==> src/rtl/lut_row_streamer_if.sv <==
// Valid/ready word stream from the LUT row streamer toward the NoC injection packetizer.
interface lut_row_streamer_if #(
  parameter int RAM_WIDTH = 16,
  parameter int DEST_BITS = 4
);
  logic                 out_valid;
  logic                 out_ready;
  logic [RAM_WIDTH-1:0] out_data;
  logic [DEST_BITS-1:0] out_dest;
  logic                 out_last;

  modport master (
    output out_valid,
    output out_data,
    output out_dest,
    output out_last,
    input  out_ready
  );

  modport slave (
    input  out_valid,
    input  out_data,
    input  out_dest,
    input  out_last,
    output out_ready
  );
endinterface

==> src/rtl/lut_row_streamer.sv <==
// Sweeps a contiguous LUT address range and streams the returned words,
// absorbing the 1-cycle read latency and downstream backpressure in a 2-entry FIFO.
module lut_row_streamer #(
  parameter int RAM_WIDTH     = 16,
  parameter int RAM_ADDR_BITS = 8,
  parameter int DEST_BITS     = 4
) (
  input  logic                     clk,
  input  logic                     rst,
  input  logic                     start,
  input  logic [RAM_ADDR_BITS-1:0] start_base,
  input  logic [RAM_ADDR_BITS:0]   start_len,
  input  logic [DEST_BITS-1:0]     start_dest,
  output logic                     busy,
  output logic                     done,
  output logic [RAM_ADDR_BITS-1:0] lut_address,
  output logic                     lut_write_enable,
  input  logic [RAM_WIDTH-1:0]     lut_rdata,
  lut_row_streamer_if.master       stream
);

  localparam int CW = RAM_ADDR_BITS + 1;

  typedef enum logic [1:0] {
    IDLE,
    RUN,
    DRAIN
  } state_t;

  state_t state_q, state_d;

  logic [RAM_ADDR_BITS-1:0] base_q;
  logic [CW-1:0]            len_q;
  logic [CW-1:0]            issued_q;
  logic [DEST_BITS-1:0]     dest_q;
  logic [RAM_ADDR_BITS-1:0] addr_q;
  logic                     inflight_q;
  logic                     inflight_last_q;
  logic                     done_q;

  logic [RAM_WIDTH-1:0]     head_data_q, tail_data_q;
  logic                     head_last_q, tail_last_q;
  logic [1:0]               count_q;

  logic       accept_start;
  logic       zero_start;
  logic       issue;
  logic       last_issue;
  logic       final_pop;
  logic       push;
  logic       pop;
  logic [2:0] occupancy;

  assign push       = inflight_q;
  assign pop        = stream.out_valid & stream.out_ready;
  assign last_issue = (issued_q == (len_q - CW'(1)));

  // A word leaving this cycle frees its slot in time for a read issued now,
  // which is what allows one word per cycle with a 2-entry FIFO.
  assign occupancy = 3'(count_q) + 3'(inflight_q) - 3'(pop);

  always_ff @(posedge clk or posedge rst) begin
    if (rst) begin
      state_q <= IDLE;
    end else begin
      state_q <= state_d;
    end
  end

  always_comb begin
    state_d      = state_q;
    accept_start = 1'b0;
    zero_start   = 1'b0;
    issue        = 1'b0;
    final_pop    = 1'b0;
    unique case (state_q)
      IDLE: begin
        if (start) begin
          if (start_len != '0) begin
            accept_start = 1'b1;
            state_d      = RUN;
          end else begin
            zero_start = 1'b1;
          end
        end
      end
      RUN: begin
        if (occupancy < 3'd2) begin
          issue = 1'b1;
          if (last_issue) begin
            state_d = DRAIN;
          end
        end
      end
      DRAIN: begin
        if (pop && head_last_q) begin
          final_pop = 1'b1;
          state_d   = IDLE;
        end
      end
      default: state_d = IDLE;
    endcase
  end

  always_comb begin
    lut_address = addr_q;
    if (issue) begin
      lut_address = base_q + issued_q[RAM_ADDR_BITS-1:0];
    end
  end

  always_ff @(posedge clk or posedge rst) begin
    if (rst) begin
      base_q          <= '0;
      len_q           <= '0;
      issued_q        <= '0;
      dest_q          <= '0;
      addr_q          <= '0;
      inflight_q      <= 1'b0;
      inflight_last_q <= 1'b0;
      done_q          <= 1'b0;
    end else begin
      done_q          <= final_pop | zero_start;
      addr_q          <= lut_address;
      inflight_q      <= issue;
      inflight_last_q <= issue & last_issue;
      if (accept_start) begin
        base_q   <= start_base;
        len_q    <= start_len;
        dest_q   <= start_dest;
        issued_q <= '0;
      end else if (issue) begin
        issued_q <= issued_q + CW'(1);
      end
    end
  end

  // Head register feeds the outputs directly; the tail slides forward on a pop.
  always_ff @(posedge clk or posedge rst) begin
    if (rst) begin
      head_data_q <= '0;
      head_last_q <= 1'b0;
      tail_data_q <= '0;
      tail_last_q <= 1'b0;
      count_q     <= '0;
    end else begin
      unique case ({push, pop})
        2'b10: begin
          if (count_q == 2'd0) begin
            head_data_q <= lut_rdata;
            head_last_q <= inflight_last_q;
          end else begin
            tail_data_q <= lut_rdata;
            tail_last_q <= inflight_last_q;
          end
          count_q <= count_q + 2'd1;
        end
        2'b01: begin
          head_data_q <= tail_data_q;
          head_last_q <= tail_last_q;
          count_q     <= count_q - 2'd1;
        end
        2'b11: begin
          if (count_q == 2'd1) begin
            head_data_q <= lut_rdata;
            head_last_q <= inflight_last_q;
          end else begin
            head_data_q <= tail_data_q;
            head_last_q <= tail_last_q;
            tail_data_q <= lut_rdata;
            tail_last_q <= inflight_last_q;
          end
        end
        default: ;
      endcase
    end
  end

  assign stream.out_valid = (count_q != 2'd0);
  assign stream.out_data  = head_data_q;
  assign stream.out_last  = head_last_q;
  assign stream.out_dest  = dest_q;

  assign busy             = (state_q != IDLE);
  assign done             = done_q;
  assign lut_write_enable = 1'b0;

  no_overflow: assert property (@(posedge clk) disable iff (rst)
    !(push && !pop && (count_q == 2'd2)));

  done_not_busy: assert property (@(posedge clk) disable iff (rst)
    !(done && busy));

endmodule

==> src/flat_wrapper.sv <==
// flat-port wrapper written by rule: the top's interface ports become plain ports
module lut_row_streamer_flat 
#(
  parameter int RAM_WIDTH     = 16,
  parameter int RAM_ADDR_BITS = 8,
  parameter int DEST_BITS     = 4
)
  (clk, rst, start, start_base, start_len, start_dest, busy, done, lut_address, lut_write_enable, lut_rdata, stream_out_valid, stream_out_data, stream_out_dest, stream_out_last, stream_out_ready);
  lut_row_streamer_if #(.RAM_WIDTH(RAM_WIDTH), .DEST_BITS(DEST_BITS)) stream_i ();
  input  logic clk;
  input  logic rst;
  input  logic start;
  input  logic [RAM_ADDR_BITS-1:0] start_base;
  input  logic [RAM_ADDR_BITS:0] start_len;
  input  logic [DEST_BITS-1:0] start_dest;
  output logic busy;
  output logic done;
  output logic [RAM_ADDR_BITS-1:0] lut_address;
  output logic lut_write_enable;
  input  logic [RAM_WIDTH-1:0] lut_rdata;
  output wire logic [$bits(stream_i.out_valid)-1:0] stream_out_valid;
  output wire logic [$bits(stream_i.out_data)-1:0] stream_out_data;
  output wire logic [$bits(stream_i.out_dest)-1:0] stream_out_dest;
  output wire logic [$bits(stream_i.out_last)-1:0] stream_out_last;
  input wire logic [$bits(stream_i.out_ready)-1:0] stream_out_ready;
  assign stream_out_valid = stream_i.out_valid;
  assign stream_out_data = stream_i.out_data;
  assign stream_out_dest = stream_i.out_dest;
  assign stream_out_last = stream_i.out_last;
  assign stream_i.out_ready = stream_out_ready;
  lut_row_streamer #(.RAM_WIDTH(RAM_WIDTH), .RAM_ADDR_BITS(RAM_ADDR_BITS), .DEST_BITS(DEST_BITS)) u_core (.clk(clk), .rst(rst), .start(start), .start_base(start_base), .start_len(start_len), .start_dest(start_dest), .busy(busy), .done(done), .lut_address(lut_address), .lut_write_enable(lut_write_enable), .lut_rdata(lut_rdata), .stream(stream_i));
endmodule
==> config.mk <==
export PLATFORM = sky130hd
export DESIGN_NAME = lut_row_streamer_flat
export DESIGN_NICKNAME = d
export VERILOG_FILES = /design/src/rtl/lut_row_streamer_if.sv /design/src/rtl/lut_row_streamer.sv /design/src/flat_wrapper.sv
export SDC_FILE = /design/constraint.sdc
export NUM_CORES = 1
export LEC_CHECK = 0
export CAP_MARGIN = 20
export CORE_MARGIN = 4
export CORE_UTILIZATION = 45
export CTS_CLUSTER_SIZE = 30
export DETAILED_ROUTE_END_ITERATION = 12
export PLACE_DENSITY = 0.71
export SLEW_MARGIN = 10
export SYNTH_ARGS = -nofsm -noshare
export SYNTH_HDL_FRONTEND = slang
export SYNTH_SLANG_ARGS = --single-unit
==> constraint.sdc <==
create_clock -name clk -period 6.75 [get_ports clk]
set_input_delay 1.6875 -clock clk [delete_from_list [all_inputs] [get_ports clk]]
set_output_delay 1.6875 -clock clk [all_outputs]
set_load 0.005 [all_outputs]
==> results.json <==
{
  "status": "completed",
  "syn_nets": 421,
  "period_share_pct": 93.30,
  "synthTopCellsByCount": "dfrtp_1 (79), nand2_1 (44), mux2_1 (34), o21ai_1 (33), inv_1 (18)",
  "power_leakage_uw": 0.002285,
  "start_kind": "primary input",
  "routabilityCongestion": 0.8147,
  "start_util_pct": 46.95,
  "ys_seq_area_share_pct": 50.74,
  "hold_path_end": "u_core.stream.out_data[2]",
  "slew_violations": 0,
  "cts_tree": "done",
  "synthCells": 363,
  "path_cells": "clkdlybuf4s50_1, nor2b_1, ha_1, nand2b_1, fa_1, xnor2_1, nand4b_1, buf_4, o31ai_1, clkdlybuf4s50_1",
  "postSynth.asyncResetShare_pct": 100.0,
  "cts_resized": 0,
  "htreeDepth": 3,
  "synth.area.top_cells": "dfrtp_1 (51%), mux2_1 (9.8%), ha_1 (4.8%)",
  "crit_family": "buffers and inverters",
  "skew_ns": 0.009430,
  "r2r-start": "u_core.count_q[1]",
  "ys_seq_elements": 79,
  "dp_hpwl_um": 5722,
  "drv_cap": 0,
  "period_needed_ns": 6.297,
  "synth_edf_count": 0,
  "finalNetCount": 495,
  "instances_no_fill": 547,
  "core_area_um2": 8299,
  "postSynth.topFlopCell": "dfrtp_1",
  "ys_warn_count": 0,
  "drive_gt1_share_pct": 6.561,
  "fin_ws_ns": 0.4525,
  "crit_top_cell": "clkdlybuf4s50_1",
  "multi_input_area_um2": 1787,
  "grt_setup_unrepaired": "no",
  "cts_buffers": 9,
  "r2r-end": "u_core.issued_q[7]",
  "postLayoutCoreUtil_pct": 59.76,
  "r2r_cells": 13,
  "vias": 2857,
  "hp-class": "reg -> reg",
  "insertion_delay_ns": 0.34,
  "avgRoutedWirePerCell_um": 14.49,
  "placement.io_buffers": 72,
  "pin_count": 74,
  "worst_pin_slew_ns": 0.9944,
  "min_from": "u_core.stream.out_data[2]",
  "grt_max_degree": 80,
  "cp.required_ns": 5.06,
  "synth.top_cell.area_share_pct": 50.74,
  "wirelength_um": 7924,
  "syn_avg_cell_area_um2": 10.73,
  "total_power_uw": 1204,
  "syn-cell-area_um2": 3896,
  "grt_pass1_vias": 2941,
  "relSlewSlack_pct": 33.71,
  "seq_area_um2": 1977,
  "ctsLongestPathBuffers": 2,
  "root_buffer": "clkbuf_8",
  "die_w_um": 101.1,
  "globalRouteOverflowTotal": 0,
  "antenna_found_initial": 0,
  "path_max_fanout": 18,
  "reg2reg_slack_ns": 3.46,
  "final.setup.tns_ns": 0,
  "track_usage_pct": 16.58,
  "synthToLayoutAreaGrowth_pct": 27.30,
  "crit_arrival_ns": 4.61,
  "rows": 33,
  "fill_cells": 696,
  "drt_pre_antenna_iters": 4,
  "dp_worst_setup_slack_ns": 0.4198,
  "peakVddDrop_mv": 0.1745,
  "die_y_um": 101.1,
  "crit_slowest_cell": "clkdlybuf4s50_1",
  "yosysMostFrequentCell": "dfrtp_1",
  "drtAntennaViolNets": 0,
  "die_area_um2": 10210,
  "cp_num_buf_inv": 3,
  "cp-end-kind": "primary output",
  "cts_hold_buf": 0,
  "post-cts-setup-buffers": 0,
  "fmax_ghz": 0.1588,
  "via_per_inst": 5.223,
  "dp.cells": 530,
  "max_stage_delay_ns": 0.56,
  "clk_pin_slew_ns": 0.08,
  "diodes": 0,
  "drtIter0Drc": 101,
  "drc": 0,
  "power.density_nw_per_um2": 242.8,
  "synth_cell_types": 47,
  "setup_viol": 0,
  "hold_depth": 2,
  "clock_sinks": 79,
  "finalHoldViolCount": 0,
  "grt_pass1_wl_um": 13500,
  "synth_top_area_cell": "dfrtp_1",
  "path_class": "in -> out"
}
==> cell usage in the layout (no fill, tap or decap), types with 2 or more instances in the layout <==
master           netlist  layout
mux2_1                34      34
buf_4                  1       6
clkdlybuf4s50_1        0      72
inv_1                 18      17
xor2_1                10      10
a21oi_1               10       8
o31ai_1                3       3
nor4_1                 3       3
nand4_1                4       4
o21a_1                 2       2
a41oi_1                2       2
nor2_1                17      17
a21o_1                 3       3
nor3_1                 4       4
o21ai_1               33      33
nand2b_1               4       4
clkbuf_8               0      10
ha_1                  15      15
xnor2_1               13      13
nand3_1                2       2
and3_1                 2       2
nor2b_1                2       2
o21ai_0                2       2
nor3_2                 2       2
a21oi_2                0       2
a22oi_1               17      17
nand2_1               44      44
or3_1                  2       2
clkinvlp_4             0       2
clkbuf_1              10       2
fa_1                   2       2
a221oi_1               2       2
dfrtp_1               79      79
==> sequential cells by signal, indices dropped and copies added, names as in the netlist, 2 cells and up <==
signal,flops
u_core.stream.out_data,16
u_core.tail_data_q,16
u_core.issued_q,9
u_core.len_q,9
u_core.addr_q,8
u_core.base_q,8
u_core.stream.out_dest,4
u_core.count_q,2
u_core.state_q,2
==> worst min-delay path: stages (launching register included) <==
cell     delay (ns)
dfrtp_1        0.35
nand2_1        0.05
o21ai_1        0.06
==> cell type report <==
class	instances	area share, %
well taps	105	2.649
clock buffers	12	2.926
multi-input cells	249	36.02
repair buffers	79	15.99
clock inverters	4	1.085
flip-flops and latches	79	39.86
inverters	19	1.463
==> layer usage <==
metal	vias up	share of wire, %	track usage (%)
met5	-	0	0
met4	0	1.8	6.544
met3	11	4.3	2.976
met2	52	47	27.57
met1	1378	47	21.43
li1	1416	-	-
==> through the flow <==
step	area, um^2	hold slack [ns]
final	4960	0.4865
after global routing	4960	0.5006
after CTS	4932	0.4951
after detailed placement	4733	0.4753
after global placement	4733	0.4629
after floorplan	3896	0.4480
==> worst max path at each step <==
stage	from	end	slack (ns)	depth (start not counted)
2_1_floorplan	stream_out_ready	lut_address[5]	1.24	8
3_3_place_gp	stream_out_ready	lut_address[6]	0.54	10
3_5_place_dp	stream_out_ready	lut_address[6]	0.42	10
4_1_cts	stream_out_ready	lut_address[6]	0.42	10
5_1_grt	stream_out_ready	lut_address[6]	0.16	10
6_report	stream_out_ready	lut_address[6]	0.45	10
==> where the power goes <==
part | total, uW | switching (uW) | internal, uW
Clock | 351 | 168 | 183
Combinational | 305 | 142 | 163
Sequential | 548 | 29.1 | 519
Total | 1200 | 339 | 865
==> cells by family (layout without fill, tap and decap cells) <==
group / Yosys count / in the layout / synth area share (%)
buf+inv: 35 / 114 / 3.597
fa+ha+maj: 17 / 17 / 5.845
flops: 79 / 79 / 50.74
mux: 35 / 35 / 10.08
other cells: 1 / 1 / 0.09625
compound gates: 82 / 82 / 13.46
xor+xnor: 23 / 23 / 5.170
simple gates: 91 / 91 / 11.01
(Power assumes the default switching activity.)
